===== config.mk =====
export PLATFORM = sky130hd
export DESIGN_NAME = hello_world
export DESIGN_NICKNAME = d
export VERILOG_FILES = /design/src/rtl/hello_world.sv
export SDC_FILE = /design/constraint.sdc
export NUM_CORES = 1
export LEC_CHECK = 0
export ABC_AREA = 1
export BUFFER_PORTS_ARGS = -buffer_cell sky130_fd_sc_hd__buf_2
export CAP_MARGIN = 40
export CELL_PAD_IN_SITES_DETAIL_PLACEMENT = 1
export CELL_PAD_IN_SITES_GLOBAL_PLACEMENT = 1
export CORE_MARGIN = 3
export CORE_UTILIZATION = 30
export DETAILED_ROUTE_END_ITERATION = 16
export PLACE_DENSITY_LB_ADDON = 0.1
export SLEW_MARGIN = 20
export SYNTH_ARGS = -nofsm -noshare
export SYNTH_HDL_FRONTEND = slang
export SYNTH_SLANG_ARGS = --single-unit

===== constraint.sdc =====
create_clock -name clk_i -period 2.7 [get_ports clk_i]
set_input_delay 0.135 -clock clk_i [delete_from_list [all_inputs] [get_ports clk_i]]
set_output_delay 0.135 -clock clk_i [all_outputs]
set_load 0.01 [all_outputs]

===== src/rtl/hello_world.sv =====
// Self-running HD44780 16x2 LCD driver: power-up wait, init commands, then "Hello World!".
// Define HELLO_WORLD_LINE2_EN to also write "LCD 16x2" on the second line.
module hello_world #(
  parameter int unsigned POWERUP_CYCLES    = 160000,
  parameter int unsigned SETUP_CYCLES      = 1,
  parameter int unsigned E_PULSE_CYCLES    = 4,
  parameter int unsigned CMD_WAIT_CYCLES   = 400,
  parameter int unsigned CLEAR_WAIT_CYCLES = 16000
) (
  input  logic       clk_i,
  input  logic       rst_ni,
  output logic       lcd_rs_o,
  output logic       lcd_e_o,
  output logic [7:0] lcd_data_o
);

  function automatic int unsigned maxOf(input int unsigned a, input int unsigned b);
    return (a > b) ? a : b;
  endfunction

  localparam int unsigned MAX_CYCLES = maxOf(maxOf(maxOf(POWERUP_CYCLES, SETUP_CYCLES),
                                             maxOf(E_PULSE_CYCLES, CMD_WAIT_CYCLES)),
                                             CLEAR_WAIT_CYCLES);
  localparam int unsigned CNT_W = (MAX_CYCLES > 1) ? $clog2(MAX_CYCLES) : 1;

`ifdef HELLO_WORLD_LINE2_EN
  localparam int unsigned ROM_LEN = 26;
`else
  localparam int unsigned ROM_LEN = 17;
`endif

  localparam logic [4:0]       IDX_LAST     = 5'(ROM_LEN - 1);
  localparam logic [CNT_W-1:0] POWERUP_LAST = CNT_W'(POWERUP_CYCLES - 1);
  localparam logic [CNT_W-1:0] SETUP_LAST   = CNT_W'(SETUP_CYCLES - 1);
  localparam logic [CNT_W-1:0] PULSE_LAST   = CNT_W'(E_PULSE_CYCLES - 1);
  localparam logic [CNT_W-1:0] CMD_LAST     = CNT_W'(CMD_WAIT_CYCLES - 1);
  localparam logic [CNT_W-1:0] CLEAR_LAST   = CNT_W'(CLEAR_WAIT_CYCLES - 1);

  typedef enum logic [2:0] {
    ST_POWERUP,
    ST_SETUP,
    ST_PULSE,
    ST_HOLD,
    ST_WAIT,
    ST_DONE
  } state_e;

  // Each entry is {rs, data}; rs=1 marks character data.
  function automatic logic [8:0] romEntry(input logic [4:0] idx);
    logic [8:0] entry;
    entry = 9'h000;
    case (idx)
      5'd0:  entry = 9'h038;
      5'd1:  entry = 9'h00C;
      5'd2:  entry = 9'h001;
      5'd3:  entry = 9'h006;
      5'd4:  entry = 9'h080;
      5'd5:  entry = {1'b1, "H"};
      5'd6:  entry = {1'b1, "e"};
      5'd7:  entry = {1'b1, "l"};
      5'd8:  entry = {1'b1, "l"};
      5'd9:  entry = {1'b1, "o"};
      5'd10: entry = {1'b1, " "};
      5'd11: entry = {1'b1, "W"};
      5'd12: entry = {1'b1, "o"};
      5'd13: entry = {1'b1, "r"};
      5'd14: entry = {1'b1, "l"};
      5'd15: entry = {1'b1, "d"};
      5'd16: entry = {1'b1, "!"};
`ifdef HELLO_WORLD_LINE2_EN
      5'd17: entry = 9'h0C0;
      5'd18: entry = {1'b1, "L"};
      5'd19: entry = {1'b1, "C"};
      5'd20: entry = {1'b1, "D"};
      5'd21: entry = {1'b1, " "};
      5'd22: entry = {1'b1, "1"};
      5'd23: entry = {1'b1, "6"};
      5'd24: entry = {1'b1, "x"};
      5'd25: entry = {1'b1, "2"};
`endif
      default: entry = 9'h000;
    endcase
    return entry;
  endfunction

  state_e           state_q;
  logic [4:0]       idx_q;
  logic [CNT_W-1:0] cnt_q;
  logic             rs_q;
  logic             e_q;
  logic [7:0]       data_q;

  logic [4:0]       idx_d;
  logic [8:0]       nextEntry_d;
  logic [CNT_W-1:0] waitLast_d;

  assign idx_d       = idx_q + 5'd1;
  assign nextEntry_d = romEntry(idx_d);
  // The byte still on the bus decides whether the long Clear Display wait applies.
  assign waitLast_d  = (!rs_q && data_q == 8'h01) ? CLEAR_LAST : CMD_LAST;

  always_ff @(posedge clk_i or negedge rst_ni) begin
    if (!rst_ni) begin
      state_q <= ST_POWERUP;
      idx_q   <= 5'd0;
      cnt_q   <= '0;
      rs_q    <= 1'b0;
      e_q     <= 1'b0;
      data_q  <= 8'h00;
    end else begin
      case (state_q)
        ST_POWERUP: begin
          if (cnt_q == POWERUP_LAST) begin
            cnt_q            <= '0;
            {rs_q, data_q}   <= romEntry(idx_q);
            state_q          <= ST_SETUP;
          end else begin
            cnt_q <= cnt_q + CNT_W'(1);
          end
        end
        ST_SETUP: begin
          if (cnt_q == SETUP_LAST) begin
            cnt_q   <= '0;
            e_q     <= 1'b1;
            state_q <= ST_PULSE;
          end else begin
            cnt_q <= cnt_q + CNT_W'(1);
          end
        end
        ST_PULSE: begin
          if (cnt_q == PULSE_LAST) begin
            cnt_q   <= '0;
            e_q     <= 1'b0;
            state_q <= ST_HOLD;
          end else begin
            cnt_q <= cnt_q + CNT_W'(1);
          end
        end
        ST_HOLD: begin
          state_q <= ST_WAIT;
        end
        ST_WAIT: begin
          if (cnt_q == waitLast_d) begin
            cnt_q <= '0;
            idx_q <= idx_d;
            if (idx_q == IDX_LAST) begin
              state_q <= ST_DONE;
            end else begin
              {rs_q, data_q} <= nextEntry_d;
              state_q        <= ST_SETUP;
            end
          end else begin
            cnt_q <= cnt_q + CNT_W'(1);
          end
        end
        ST_DONE: begin
          state_q <= ST_DONE;
        end
        default: begin
          state_q <= ST_POWERUP;
        end
      endcase
    end
  end

  assign lcd_rs_o   = rs_q;
  assign lcd_e_o    = e_q;
  assign lcd_data_o = data_q;

endmodule


# --- After elaboration in Yosys (flattened, before gate mapping) ---
# Memory sizes are Yosys's and may differ from the RTL's.
# Cells that the tools add are included.
word_totals:
  register_bits: 36
  rom_bits: 576
  output_inout_bits: 10
  n_memories: 2
classes:
  add_sub_neg: 2
  eq_ne: 15
  mux: 23
  reduce_logical: 11
mem_list:
  columns: ["name", "words", "width", "read_ports", "rd_ports_with_merged_regs", "wr", "line_no", "source"]
  rows:
  - ["(name not given)", 32, 9, 1, 0, 0, "52", "case (idx)"]
  - ["(name not given)", 32, 9, 1, 0, 0, "52", null]
ops:
  columns: ["operator", "count"]
  rows:
  - ["$mux W18", 4]
  - ["$pmux W18 S4", 1]
  - ["$mux W8", 3]
  - ["$add A18 B1 Y18 const B", 1]
  - ["$eq A18 B14 Y1", 1]
  - ["$eq A18 B18 Y1 const B", 1]
  - ["$eq A18 B2 Y1 const B", 1]
  - ["$logic_not A18 Y1", 1]
  - ["$pmux W3 S6", 1]
  - ["$pmux W8 S2", 1]
  - ["$mux W3", 5]
  - ["$mux W14", 1]
  - ["$ne A2 B2 Y1 const B", 5]
  - ["$eq A8 B1 Y1 const B", 1]
  - ["$reduce_and A4 Y1", 2]
  - ["$eq A3 B2 Y1 const B", 2]
  - ["$eq A3 B3 Y1 const B", 2]
  - ["$add A5 B1 Y5 const B", 1]
  - ["$eq A5 B5 Y1 const B", 1]
  - ["$mux W1", 5]
  - ["$pmux W1 S2", 2]
  - ["$reduce_bool A2 Y1", 2]
  - ["$reduce_bool A4 Y1", 1]
  - ["$eq A3 B1 Y1 const B", 1]
  - ["5 further kinds", 5]

# --- Longest topological paths before layout ---
depth:
  word_depth: 6
  depth_mapped: 13

# --- Worst setup path before layout ---
# OpenSTA, ideal clock, no wires.
synth_timing:
  kind: "register to register"
  start: "register idx_q[0]"
  end: "register data_q[6], in the netlist lcd_data_o[6]"
  setup_time_ns: 0.113
  arrival_ns: 1.854
  required_ns: 2.587
  setup_slack_ns: 0.733
  path_stages_with_launch: 12
  n_path_buf: 1
  synth_period_minus_slack_ns: 1.967
  cell_sequence: "dfrtp_1 ha_1 ha_1 clkbuf_1 nand2_1 nand3b_1 nand2_1 nor2_1 nor2_1 nand3_1 nand2_1 inv_1"
synth_between:
  elab_chain_cells: 5
  word_cells_on_any_way: 10
  classes_between: "add/sub: 1; eq/ne: 2; mux: 4; reduce/logical: 1; memory: 2"
synth_rtl:
  columns: ["item", "line_no", "source"]
  rows:
  - ["start: declaration", "87", "logic [4:0] idx_q;"]
  - ["start signal: assignment", "145", "idx_q <= idx_d;"]
  - ["$add A5 B1 Y5", "97", "assign idx_d = idx_q + 5'd1;"]
  - ["$mem_v2 Z32 W9", null, null]
  - ["$mux W8", "146", "if (idx_q == IDX_LAST) begin"]
  - ["$mux W8", "143", "if (cnt_q == waitLast_d) begin"]
  - ["$pmux W8 S2", "111", "case (state_q)"]
  - ["end signal: assignment", "115", "{rs_q, data_q} <= romEntry(idx_q);"]
  - ["end signal: assignment", "149", "{rs_q, data_q} <= nextEntry_d;"]
  - ["end: declaration", "91", "logic [7:0] data_q;"]
# Parallel ways exist; a longest one is shown, timed or not. The select of a mux whose other input is x is not followed.
# A chain may end at the register's enable or synchronous reset.

# --- Worst setup path after layout ---
layout_timing:
  start: "register idx_q[0]"
  end: "register data_q[0], in the netlist lcd_data_o[0]"
layout_between:
  elab_chain_cells: 5
  word_cells_on_any_way: 10
  classes_between: "add/sub: 1; eq/ne: 2; mux: 4; reduce/logical: 1; memory: 2"
layout_rtl:
  columns: ["item", "line_no", "source"]
  rows:
  - ["$add A5 B1 Y5", "97", null]
  - ["via idx_d[0]", "93", "logic [4:0] idx_d;"]
  - ["$mem_v2 Z32 W9", null, null]
  - ["$mux W8", "146", null]
  - ["$mux W8", "143", null]
  - ["$pmux W8 S2", "111", null]
# The timed path passes the listed nets, and every way through them passes these cells. The select of a mux whose other input is x is not followed.

==> run metrics <==
status complete, no violations; detailed router's first-iteration violation count 139; Relative slew margins 70.1%; die area 11000 µm²; initial antenna violation count 0; RSZ-0062 raised after global routing no; Setup Viol. Count Final 0; endpoint class of the critical path register; NetSw 0.000223 W; max cap viols 0; # hold bufs at CTS 1; die span in x 105 µm; post-route minimum period 2.33 ns; HP Class primary input to asynchronous set/reset pin; Max VDD drop 138 µV; Fin Setup TNS 0 ns; worst slew pin tran 0.449 ns; fraction of layout cells with a size suffix above 1 11.1%; period utilization 86.3%; CTS tree done; DRT Pass-1 Iters 4; Root Driver clkbuf_8; clk buf depth 2; Overflow after GRT 0; Worst EP arrival 2.51 ns; Post-CTS Setup Bufs 0; P&R area growth vs syn 11.4%; # diodes 0; Post-DP HPWL 6650 µm; crit path max fanout 11; crit start category register; Flop pwr share 55.6%; Vert. Die Dim 105 µm; internal power consumption 0.000747 W; final hold vios 0; largest net degree at the start of global routing 25; switch share 23.0%; core area 9370 µm²; PostCTS Resize Cnt 0; LEAKAGE 1.71 nW; DRT antenna net count 0; worst setup path category register to register; Post-Syn Instances 460; Power Density 296 nW/µm²; final wirelength 8470 µm; CP dominant cell by count inv_1; Synth Cell Area 2940 µm²; vias in the first global route 2956; Num CTS Buffers 5; Mapped Avg Cell Area 6.39 µm²; ys async rst share 100%; Post-synth top flop dfrtp_1; Total GRT Usage 16.5%; # rows 35; Via Count 2829; CTS Sinks 36; worst skew pair latency 0.30 ns; Yosys reg bits 36; CP peak stage delay 0.50 ns; register clock-pin slew on the reported worst setup and hold paths 0.08 ns; Slew Limit Fails 0; clk_skew 0.00914 ns; Slowest cell on crit path dfrtp_1; RePlAce Congestion 0.812; worst setup margin 0.369 ns; Setup WS pre-CTS 0.374 ns; Port Buffers 11; fmax 429 MHz; worst path bufs/invs 3; Top delay family on crit path simple AND/OR/NAND/NOR gates; sequential area share after synthesis 30.7%; Max H-tree Level 2; Post-synth EDFFs 0; Unique masters post-synth 32; I/O pin total 12; WP data required 2.88 ns; NumNets Final 494; clock network power share 42.8%; mean number of vias per cell 4.65; Syn. warnings 0; Combinational Power Share 1.7%; Mapped Nets 476; DR WL/cell 13.9 µm; # DRC 0; first-pass GRT wire length 14900 µm; Starting Density 31.4%; CP Cell Sequence inv_1 -> ha_1 -> inv_1 -> nor2_1 -> nand3_1 -> o21ai_0 -> a21oi_4 -> nand2_2 -> inv_1 -> nand2_1 -> nand2_1
[synth_stat cells (6+ instances only)]
cell type / number / area share, %
a21oi_1: 10 / 1.7
xor2_1: 9 / 2.7
ha_1: 14 / 6.0
dfrtp_1: 36 / 31
nor2_1: 66 / 8.4
nor3_1: 6 / 1.0
inv_1: 59 / 7.5
nand4_1: 10 / 2.1
nand2_1: 137 / 17
nand3_1: 40 / 6.8
o21ai_0: 25 / 4.3
nand2_2: 8 / 1.7
[metal layers]
| metal | up-vias | wire length, µm | track usage (%) |
|---|---|---|---|
| met1 | 1317 | 4570 | 24.7 |
| met4 | 0 | 122 | 4.31 |
| met5 | - | 0 | 0 |
| li1 | 1475 | - | - |
| met3 | 9 | 237 | 2.59 |
| met2 | 28 | 3540 | 24.4 |
[power groups by stage]
stage | clock network [W] | registers [W] | logic [W]
5_1_grt | 0.000455 | 0.000539 | 0.0000189
4_1_cts | 0.000435 | 0.000539 | 0.0000180
3_5_place_dp | 0 | 0.000549 | 0.0000168
3_3_place_gp | 0 | 0.000549 | 0.0000129
2_1_floorplan | 0 | 0.000550 | 0.00000000109
6_report | 0.000415 | 0.000539 | 0.0000162
[through the flow]
| step | cell area [µm²] | hold slack [ns] | util, % | power (W) | instances |
|---|---|---|---|---|---|
| after detailed placement | 3170 | 0.0723 | 33.8 | 0.000566 | 599 |
| after CTS | 3270 | 0.290 | 34.9 | 0.000992 | 608 |
| after floorplan | 2940 | -0.161 | - | 0.000550 | 460 |
| final | 3270 | 0.290 | 34.9 | 0.000970 | 608 |
| after global placement | 3150 | 0.311 | 33.6 | 0.000562 | 598 |
| after global routing | 3270 | 0.314 | 34.9 | 0.00101 | 608 |
[layout by cell type (no fill, tap or decap), types with 3 or more instances in the layout]
cell type / n
dfrtp_1: 36
inv_1: 59
nor2_1: 66
nor2_2: 4
buf_2: 11
clkbuf_8: 6
buf_4: 8
o21ai_0: 25
nand2_2: 8
nand4_1: 10
nor3_1: 6
xor2_1: 9
nand3_1: 40
clkinv_1: 3
nand2_1: 137
a21oi_1: 10
nand3_2: 3
inv_2: 4
ha_1: 14
[cell families after synthesis]
logic type	share of synthesized area (%)
buffers and inverters	10.6
AND/OR/NAND/NOR	40.9
flip-flops	30.7
adder cells (fa/ha/maj)	5.96
AO/OA/AOI/OAI	8.60
XOR/XNOR	3.28
[worst register-to-register path, delay by kind of cell (launching register included)]
kind | cells | cell delay (ns)
simple gates | 5 | 0.62
buf+inv | 3 | 0.44
compound gates | 2 | 0.41
fa+ha+maj | 1 | 0.25
flops | 1 | 0.50
[final timing paths]
| check | startpoint | to | slack, ns | depth (start not counted) |
|---|---|---|---|---|
| min | rst_ni | cnt_q[6] | 0.29 | 2 |
| min in group clk_i | lcd_data_o[5] | lcd_data_o[5] | 0.53 | 2 |
| max | idx_q[0] | lcd_data_o[0] | 0.37 | 11 |
| max in group asynchronous | rst_ni | lcd_rs_o | 1.96 | 3 |
| max reg2reg | idx_q[0] | lcd_data_o[0] | 0.37 | 11 |
| min reg2reg | lcd_data_o[5] | lcd_data_o[5] | 0.53 | 2 |
[final cells by class]
cell class                 count  area (µm²)
fill                        1260        6100
clock inverter                 2        10.0
clock buffer                   6        82.6
inverter                      66         248
sequential                    36         901
multi-input combinational    348        1730
tap                          129         161
timing repair buffer          21         145
[flip-flops by register name, summed over array words and instances (netlist names)]
signal      cells
state_q         3
lcd_rs_o        1
idx_q           5
lcd_e_o         1
lcd_data_o      8
cnt_q          18
Note: power is estimated with default switching activity, not from simulation.
